<file path="src/rtl/dpwm_sequencer_if.sv">
// Control/status bundle between the compensator/DPWM side and the DPWM sequencer.
// The master side drives run/duty/period/fault; the sequencer (slave) returns duty word and status.
interface dpwm_sequencer_if;
  logic       enable;
  logic [8:0] duty_cmd;
  logic       cmd_valid;
  logic       period_start;
  logic       fault;
  logic [8:0] ditherin;
  logic       pwm_en;
  logic [1:0] state;
  logic       ss_done;

  modport master (
    output enable, duty_cmd, cmd_valid, period_start, fault,
    input  ditherin, pwm_en, state, ss_done
  );

  modport slave (
    input  enable, duty_cmd, cmd_valid, period_start, fault,
    output ditherin, pwm_en, state, ss_done
  );
endinterface

</file>
<file path="src/rtl/dpwm_sequencer.sv">
// Start-up / run / fault-recovery sequencer in front of the dithered DPWM.
// Soft-start ramp, per-period duty updates, duty clamping and timed fault hold-off.
module dpwm_sequencer #(
  parameter logic [8:0]  DUTY_MAX     = 9'd480,
  parameter logic [8:0]  SS_STEP      = 9'd4,
  parameter int unsigned RAMP_PERIODS = 8,
  parameter int unsigned HOLDOFF      = 64
) (
  input logic             clk,
  input logic             rst,
  dpwm_sequencer_if.slave bus
);

  typedef enum logic [1:0] {
    ST_IDLE      = 2'b00,
    ST_SOFTSTART = 2'b01,
    ST_RUN       = 2'b10,
    ST_FAULT     = 2'b11
  } state_e;

  localparam logic [7:0] TICK_LAST = 8'(RAMP_PERIODS - 1);
  localparam logic [9:0] HOLD_LAST = 10'(HOLDOFF - 1);

  function automatic logic [8:0] clamp(input logic [8:0] x);
    return (x > DUTY_MAX) ? DUTY_MAX : x;
  endfunction

  state_e     state_q,    state_d;
  logic [8:0] ditherin_q, ditherin_d;
  logic       pwm_en_q,   pwm_en_d;
  logic       ss_done_q,  ss_done_d;
  logic [8:0] target_q,   target_d;
  logic [8:0] ramp_q,     ramp_d;
  logic [7:0] tick_q,     tick_d;
  logic [9:0] hold_q,     hold_d;

  logic [8:0] cmd_clamped;
  logic [9:0] ramp_sum;
  logic [8:0] ramp_step;

  assign cmd_clamped = clamp(bus.duty_cmd);

  // Ten-bit sum so a ramp near the top of the range cannot wrap before the min().
  assign ramp_sum  = {1'b0, ramp_q} + {1'b0, SS_STEP};
  assign ramp_step = (ramp_sum > {1'b0, target_q}) ? target_q : ramp_sum[8:0];

  always_comb begin
    // NOTE: every signal gets a default before any branching so no path leaves it unassigned (no latches).
    state_d    = state_q;
    ditherin_d = ditherin_q;
    ramp_d     = ramp_q;
    tick_d     = tick_q;
    hold_d     = hold_q;
    target_d   = bus.cmd_valid ? cmd_clamped : target_q;

    if (bus.fault) begin
      // Fault overrides everything and also restarts the hold-off while it persists.
      state_d    = ST_FAULT;
      ditherin_d = '0;
      ramp_d     = '0;
      tick_d     = '0;
      hold_d     = '0;
    end else begin
      unique case (state_q)
        ST_IDLE: begin
          ditherin_d = '0;
          ramp_d     = '0;
          tick_d     = '0;
          if (bus.enable) state_d = ST_SOFTSTART;
        end

        ST_SOFTSTART: begin
          if (!bus.enable) begin
            state_d    = ST_IDLE;
            ditherin_d = '0;
            ramp_d     = '0;
            tick_d     = '0;
          end else if (bus.period_start) begin
            if (ramp_q == target_q) begin
              state_d    = ST_RUN;
              tick_d     = '0;
              ditherin_d = ramp_q;
            end else if (tick_q == TICK_LAST) begin
              tick_d     = '0;
              ramp_d     = ramp_step;
              ditherin_d = ramp_step;
            end else begin
              tick_d = tick_q + 8'd1;
            end
          end
        end

        ST_RUN: begin
          if (!bus.enable) begin
            state_d    = ST_IDLE;
            ditherin_d = '0;
            ramp_d     = '0;
            tick_d     = '0;
          end else if (bus.period_start) begin
            // A command landing on the boundary itself is taken immediately.
            ditherin_d = bus.cmd_valid ? cmd_clamped : target_q;
          end
        end

        ST_FAULT: begin
          ditherin_d = '0;
          if (bus.period_start) begin
            if (hold_q == HOLD_LAST) begin
              hold_d  = '0;
              ramp_d  = '0;
              tick_d  = '0;
              state_d = bus.enable ? ST_SOFTSTART : ST_IDLE;
            end else begin
              hold_d = hold_q + 10'd1;
            end
          end
        end

        default: state_d = ST_IDLE;
      endcase
    end

    pwm_en_d  = (state_d == ST_SOFTSTART) || (state_d == ST_RUN);
    ss_done_d = (state_d == ST_RUN);
  end

  always_ff @(posedge clk or negedge rst) begin
    if (!rst) begin
      state_q    <= ST_IDLE;
      ditherin_q <= '0;
      pwm_en_q   <= 1'b0;
      ss_done_q  <= 1'b0;
      target_q   <= '0;
      ramp_q     <= '0;
      tick_q     <= '0;
      hold_q     <= '0;
    end else begin
      // NOTE: non-blocking assignments so every register samples the pre-edge values together.
      state_q    <= state_d;
      ditherin_q <= ditherin_d;
      pwm_en_q   <= pwm_en_d;
      ss_done_q  <= ss_done_d;
      target_q   <= target_d;
      ramp_q     <= ramp_d;
      tick_q     <= tick_d;
      hold_q     <= hold_d;
    end
  end

  assign bus.ditherin = ditherin_q;
  assign bus.pwm_en   = pwm_en_q;
  assign bus.state    = state_q;
  assign bus.ss_done  = ss_done_q;

endmodule
</file>
<file path="src/flat_wrapper.sv">
// flat-port wrapper written by rule: the top's interface ports become plain ports
module dpwm_sequencer_flat 
#(
  parameter logic [8:0]  DUTY_MAX     = 9'd480,
  parameter logic [8:0]  SS_STEP      = 9'd4,
  parameter int unsigned RAMP_PERIODS = 8,
  parameter int unsigned HOLDOFF      = 64
)
  (clk, rst, bus_enable, bus_duty_cmd, bus_cmd_valid, bus_period_start, bus_fault, bus_ditherin, bus_pwm_en, bus_state, bus_ss_done);
  dpwm_sequencer_if bus_i ();
  input logic clk;
  input logic rst;
  input wire logic [$bits(bus_i.enable)-1:0] bus_enable;
  input wire logic [$bits(bus_i.duty_cmd)-1:0] bus_duty_cmd;
  input wire logic [$bits(bus_i.cmd_valid)-1:0] bus_cmd_valid;
  input wire logic [$bits(bus_i.period_start)-1:0] bus_period_start;
  input wire logic [$bits(bus_i.fault)-1:0] bus_fault;
  output wire logic [$bits(bus_i.ditherin)-1:0] bus_ditherin;
  output wire logic [$bits(bus_i.pwm_en)-1:0] bus_pwm_en;
  output wire logic [$bits(bus_i.state)-1:0] bus_state;
  output wire logic [$bits(bus_i.ss_done)-1:0] bus_ss_done;
  assign bus_i.enable = bus_enable;
  assign bus_i.duty_cmd = bus_duty_cmd;
  assign bus_i.cmd_valid = bus_cmd_valid;
  assign bus_i.period_start = bus_period_start;
  assign bus_i.fault = bus_fault;
  assign bus_ditherin = bus_i.ditherin;
  assign bus_pwm_en = bus_i.pwm_en;
  assign bus_state = bus_i.state;
  assign bus_ss_done = bus_i.ss_done;
  dpwm_sequencer #(.DUTY_MAX(DUTY_MAX), .SS_STEP(SS_STEP), .RAMP_PERIODS(RAMP_PERIODS), .HOLDOFF(HOLDOFF)) u_core (.clk(clk), .rst(rst), .bus(bus_i));
endmodule
</file>
<file path="config.mk">
export PLATFORM = sky130hd
export DESIGN_NAME = dpwm_sequencer_flat
export DESIGN_NICKNAME = d
export VERILOG_FILES = /design/src/rtl/dpwm_sequencer_if.sv /design/src/rtl/dpwm_sequencer.sv /design/src/flat_wrapper.sv
export SDC_FILE = /design/constraint.sdc
export NUM_CORES = 1
export LEC_CHECK = 0
export CORE_MARGIN = 1
export CORE_UTILIZATION = 40
export CTS_CLUSTER_DIAMETER = 200
export DETAILED_ROUTE_END_ITERATION = 6
export DONT_BUFFER_PORTS = 1
export GPL_TIMING_DRIVEN = 1
export MAX_ROUTING_LAYER = met4
export PLACE_DENSITY = 0.55
export SLEW_MARGIN = 20
export SYNTH_ARGS = -nofsm -noshare
export SYNTH_HDL_FRONTEND = slang
export SYNTH_SLANG_ARGS = --single-unit
</file>
<file path="constraint.sdc">
create_clock -name clk -period 7 [get_ports clk]
set_input_delay 1.4 -clock clk [delete_from_list [all_inputs] [get_ports clk]]
set_output_delay 1.4 -clock clk [all_outputs]
set_load 0.05 [all_outputs]
</file>
==> Word level (Yosys, flattened, before mapping) <==
Cells that the tools add are included.
{ "word_totals": {"word_cells": 80, "in_bits": 15, "out_inout_bits": 13, "regBits": 49} }
{ "classes": {"addsub": 3, "eq_ne": 16, "n_lt_le_gt_ge": 2, "reduce_logical": 9, "muxes": 42} }
{ "ops": {"columns": ["operator", "count"], "rows": [
  ["$mux W9", 17],
  ["$mux W8", 8],
  ["$mux W10", 4],
  ["$pmux W9 S4", 1],
  ["$pmux W8 S4", 1],
  ["$pmux W9 S3", 1],
  ["$mux W2", 8],
  ["$ne A4 B4 Y1 const B", 3],
  ["$add A10 B1 Y10 const B", 1],
  ["$add A9 B3 Y10 const B", 1],
  ["$eq A10 B6 Y1 const B", 1],
  ["$gt A10 B9 Y1", 1],
  ["$eq A9 B9 Y1", 1],
  ["$gt A9 B9 Y1 const B", 1],
  ["$add A8 B1 Y8 const B", 1],
  ["$eq A8 B3 Y1 const B", 1],
  ["$pmux W2 S4", 1],
  ["$eq A2 B2 Y1 const B", 3],
  ["$ne A3 B3 Y1 const B", 2],
  ["$reduce_and A6 Y1", 1],
  ["$ne A5 B3 Y1 const B", 1],
  ["$eq A2 B1 Y1 const B", 2],
  ["$ne A4 B3 Y1 const B", 1],
  ["$reduce_and A4 Y1", 1],
  ["other kinds (8)", 9]
]} }

==> Logic depth before layout (Yosys ltp) <==
{ "logic_depth": {"word_depth": 9, "mapped_depth": 13, "depth_no_buf": 10} }

==> Worst setup path before layout <==
OpenSTA, ideal clock, no wires.
{ "synth_path": {"path_kind": "in2reg", "startpoint": "in bus_enable", "endpoint": "reg u_core.ditherin_q[3], in the netlist u_core.bus.ditherin[3]", "arrival_time_ns": 2.865, "setup_slack_ns": 4.006, "required_time_ns": 6.870, "path_stages": 7, "setup_ns": 0.130, "cell_sequence": "and3b_1 nand2_1 a211oi_1 a31o_1 buf_4 mux2i_1 o21ai_0"} }
{ "synth_via": {"elab_chain_len": 3, "elab_cells_between_ends": 8} }
{ "synth_rtl": {"columns": ["item", "line", "rtl"], "rows": [
  ["start, declared", "flat_wrapper.sv:13", "input wire logic [$bits(bus_i.enable)-1:0] bus_enable;"],
  ["$mux W9 (on tied branches)", "dpwm_sequencer.sv:94, dpwm_sequencer.sv:73", null],
  ["$pmux W9 S3", "dpwm_sequencer.sv:64", "unique case (state_q)"],
  ["$mux W9", "dpwm_sequencer.sv:56", "if (bus.fault) begin"],
  ["end signal, assigned", "dpwm_sequencer.sv:140", "ditherin_q <= ditherin_d;"],
  ["end, declared", "dpwm_sequencer.sv:29", "logic [8:0] ditherin_q, ditherin_d;"]
]} }
Parallel ways exist; a longest one is shown, timed or not.
A chain may end at the register's enable or synchronous reset.

==> Final worst setup path <==
{ "layout_path": {"startpoint": "reg u_core.ramp_q[2]", "endpoint": "reg u_core.ditherin_q[0], in the netlist u_core.bus.ditherin[0]"} }
{ "layout_via": {"elab_chain_len": 9, "elab_cells_between_ends": 12} }
{ "layout_rtl": {"columns": ["item", "line", "rtl"], "rows": [
  ["start, declared", "dpwm_sequencer.sv:33", "logic [8:0] ramp_q, ramp_d;"],
  ["start signal, assigned", "dpwm_sequencer.sv:144", "ramp_q <= ramp_d;"],
  ["$add A9 B3 Y10", "dpwm_sequencer.sv:44", "assign ramp_sum = {1'b0, ramp_q} + {1'b0, SS_STEP};"],
  ["$gt A10 B9 Y1", "dpwm_sequencer.sv:45", "assign ramp_step = (ramp_sum > {1'b0, target_q}) ? target_q : ramp_sum[8:0];"],
  ["$mux W9", "dpwm_sequencer.sv:45", null],
  ["$mux W9", "dpwm_sequencer.sv:83", "end else if (tick_q == TICK_LAST) begin"],
  ["$mux W9", "dpwm_sequencer.sv:79", "if (ramp_q == target_q) begin"],
  ["$mux W9", "dpwm_sequencer.sv:78", "end else if (bus.period_start) begin"],
  ["$mux W9", "dpwm_sequencer.sv:73", "if (!bus.enable) begin"],
  ["$pmux W9 S3", "dpwm_sequencer.sv:64", null],
  ["$mux W9", "dpwm_sequencer.sv:56", null]
]} }
Parallel ways exist; a longest one is shown, timed or not. The select of a mux whose other input is x is not followed.

==> impl_metrics.ini <==
[worst_setup_path]
startpoint_type = flip-flop
r2r-start = u_core.ramp_q[2]$_DFFE_PN0P_
rr_worst_depth = 10
endpoint = u_core.bus.ditherin[0]$_DFFE_PN0P_
r2r_slack_ps = 3500
reg2reg_to = u_core.bus.ditherin[0]$_DFFE_PN0P_
slowest_stage = and2_1
startpoint = u_core.ramp_q[2]$_DFFE_PN0P_
worstSetupPathType = reg -> reg
crit_cells = 10
cp_max_fo = 17
critPathRequiredTime_ps = 7210
crit_arrival_ps = 3720
end_kind = flip-flop
timing.critical_path.buf_inv = 0
worst_path_dominant_cell_family = compound AO/OA/AOI/OAI gates
slowest_delay_ps = 700
worstPathCellList = ha_1 > nand2b_1 > nand2_1 > ha_1 > nand2_1 > o21a_1 > o2111ai_1 > and2_1 > a311oi_1 > a221oi_1

[synth]
async_flop_share = 1.00
yosys_register_bits = 49
yosysMostFrequentCell = dfrtp_1
synth_top_area_frac = 0.400
synthTopCellsByArea = dfrtp_1 40%, ha_1 5.3%, nand2_1 5.3%
synth_seq_area_share = 0.400
synth_warnings = 0
yosysTopAreaCell = dfrtp_1
synth_area_per_cell_um2 = 8.85
synth_edf_count = 0
syn-instance-count = 346
yosysUniqueCellTypes = 61
synth_nets = 374
synth-main-ff-cell = dfrtp_1
syn_area_mm2 = 0.00306
synth_top_cells_by_count = 49 x dfrtp_1, 43 x nand2_1, 29 x o21ai_0

[grt]
antenna_found_initial = 0
grt_pass1_wl_mm = 12.3
grt_pass1_vias = 2425
grt_max_degree = 50
track_usage = 0.213
grt_remaining_overflow = 0

[cts]
cts.sinks = 49
cts_tree = yes
cts-root-buf = clkbuf_8
htreeDepth = 2
cts_setup_buffers = 0
hold_buffers = 0
post_cts_resized = 0
path_clk_slew_ps = 100
cts_inserted_buffers = 5
clk_path_buf_depth = 2
clk_latency_ps = 310

[power_and_ir_drop]
p_leak_nw = 1.39
irDropWorstVdd_uv = 81.0
p_per_area_mw_per_mm2 = 170

[timing]
setup_violations = 0
fmax_ghz = 0.285
timing.final.crit_share = 0.501
rsz0062_at_grt = no
tightest_slew_ps = 895
slew_headroom = 0.399
min_period_ps = 3500
hold_violations = 0
setup-tns-final_ps = 0
drv_slew = 0
fin_skew_ps = 12.4

[floorplan]
die_w_um = 89.5
die-area_mm2 = 0.00801
rows = 31
io-pin-count = 28
die_h_um = 89.5
initial_core_util = 0.418
core_mm2 = 0.00733

[final_layout]
n_antenna_cell = 0
syn_to_final_growth_pct = 6.21
fin_util = 0.444
nets = 370
drive_above_1_share = 0.0612

[detailed_routing]
ant_nets = 0
drt_iter0_drc = 138
wirelength_mm = 7.67
dr.pass1.iters = 4
wl_per_cell_um = 17.3
vias_per_cell = 5.88
drc_errors = 0
vias = 2599

[placement]
dpl.hpwl_mm = 5.59
routabilityCongestion = 0.848
io_buffers = 0

[min_path]
hold_class = reg -> reg

[flow_run]
max_cap_violations = 0

[status]
status = complete, no violations
-- cells in the final DEF (no fill, tap or decap), drive strengths merged, types with 8 or more instances in the layout --
cell | netlist | layout
dfrtp | 49 | 49
nand2 | 43 | 43
o21ai | 37 | 37
nand3 | 25 | 25
inv | 23 | 23
nor2 | 21 | 21
ha | 13 | 13
xor2 | 9 | 9
a21oi | 9 | 9
and3 | 8 | 8
-- how the worst min path moves through the flow --
stage	slack (ps)	cells after the start	end	startpoint
after floorplan	470	1	u_core.hold_q[9]$_DFFE_PN0P_	u_core.hold_q[9]$_DFFE_PN0P_
after CTS	510	1	u_core.hold_q[3]$_DFFE_PN0P_	u_core.hold_q[3]$_DFFE_PN0P_
after global routing	530	1	u_core.hold_q[9]$_DFFE_PN0P_	u_core.hold_q[9]$_DFFE_PN0P_
after global placement	490	1	u_core.hold_q[3]$_DFFE_PN0P_	u_core.hold_q[3]$_DFFE_PN0P_
after detailed placement	490	1	u_core.hold_q[3]$_DFFE_PN0P_	u_core.hold_q[3]$_DFFE_PN0P_
final	510	1	u_core.hold_q[3]$_DFFE_PN0P_	u_core.hold_q[3]$_DFFE_PN0P_
-- final cells by class --
cell class	instances	area [um2]
tap	99	124
inverter	23	86.3
fill	722	4080
sequential	49	1230
multi-input combinational	263	1700
clock inverter	2	37.5
clock buffer	6	82.6
-- logic make-up (layout without fill, tap and decap cells) --
logic type               after synthesis  in the layout  share of synthesized area
XOR/XNOR                              15             15                     0.0429
AO/OA/AOI/OAI                         92             92                      0.202
buffers and inverters                 34             31                     0.0458
AND/OR/NAND/NOR                      136            136                      0.232
multiplexers                           7              7                     0.0237
flip-flops                            49             49                      0.400
adder cells (fa/ha/maj)               13             13                     0.0531
-- per-layer routing --
layer / up-vias / part of all wire / wire length (um) / GRT usage
met1: 1267 / 0.47 / 3610 / 0.281
met3: 14 / 0.058 / 444 / 0.0443
li1: 1254 / - / - / -
met2: 64 / 0.46 / 3490 / 0.323
met5: - / 0 / 0 / -
met4: 0 / 0.016 / 123 / 0.0779
-- state kept, by name, indices dropped and copies added, names as in the netlist --
| name | cells |
|---|---|
| u_core.target_q | 9 |
| u_core.bus.state | 2 |
| u_core.tick_q | 8 |
| u_core.ramp_q | 9 |
| u_core.bus.pwm_en | 1 |
| u_core.bus.ss_done | 1 |
| u_core.hold_q | 10 |
| u_core.bus.ditherin | 9 |
-- report_power, final --
part           switching [mW]  internal, mW
Clock                   0.100         0.116
Sequential            0.00624         0.289
Combinational          0.0279        0.0145
Total                   0.135         0.420
-- per-stage QoR --
stage	cell area [um2]	cells	hold slack [ps]	setup slack, ps	power (mW)
floorplan	3060	346	466	4010	0.333
global placement	3130	434	492	3450	0.342
detailed placement	3130	434	492	3330	0.343
CTS	3250	442	512	3500	0.560
global route	3250	442	526	3280	0.579
finish	3250	442	509	3500	0.554
(Power assumes the default switching activity.)
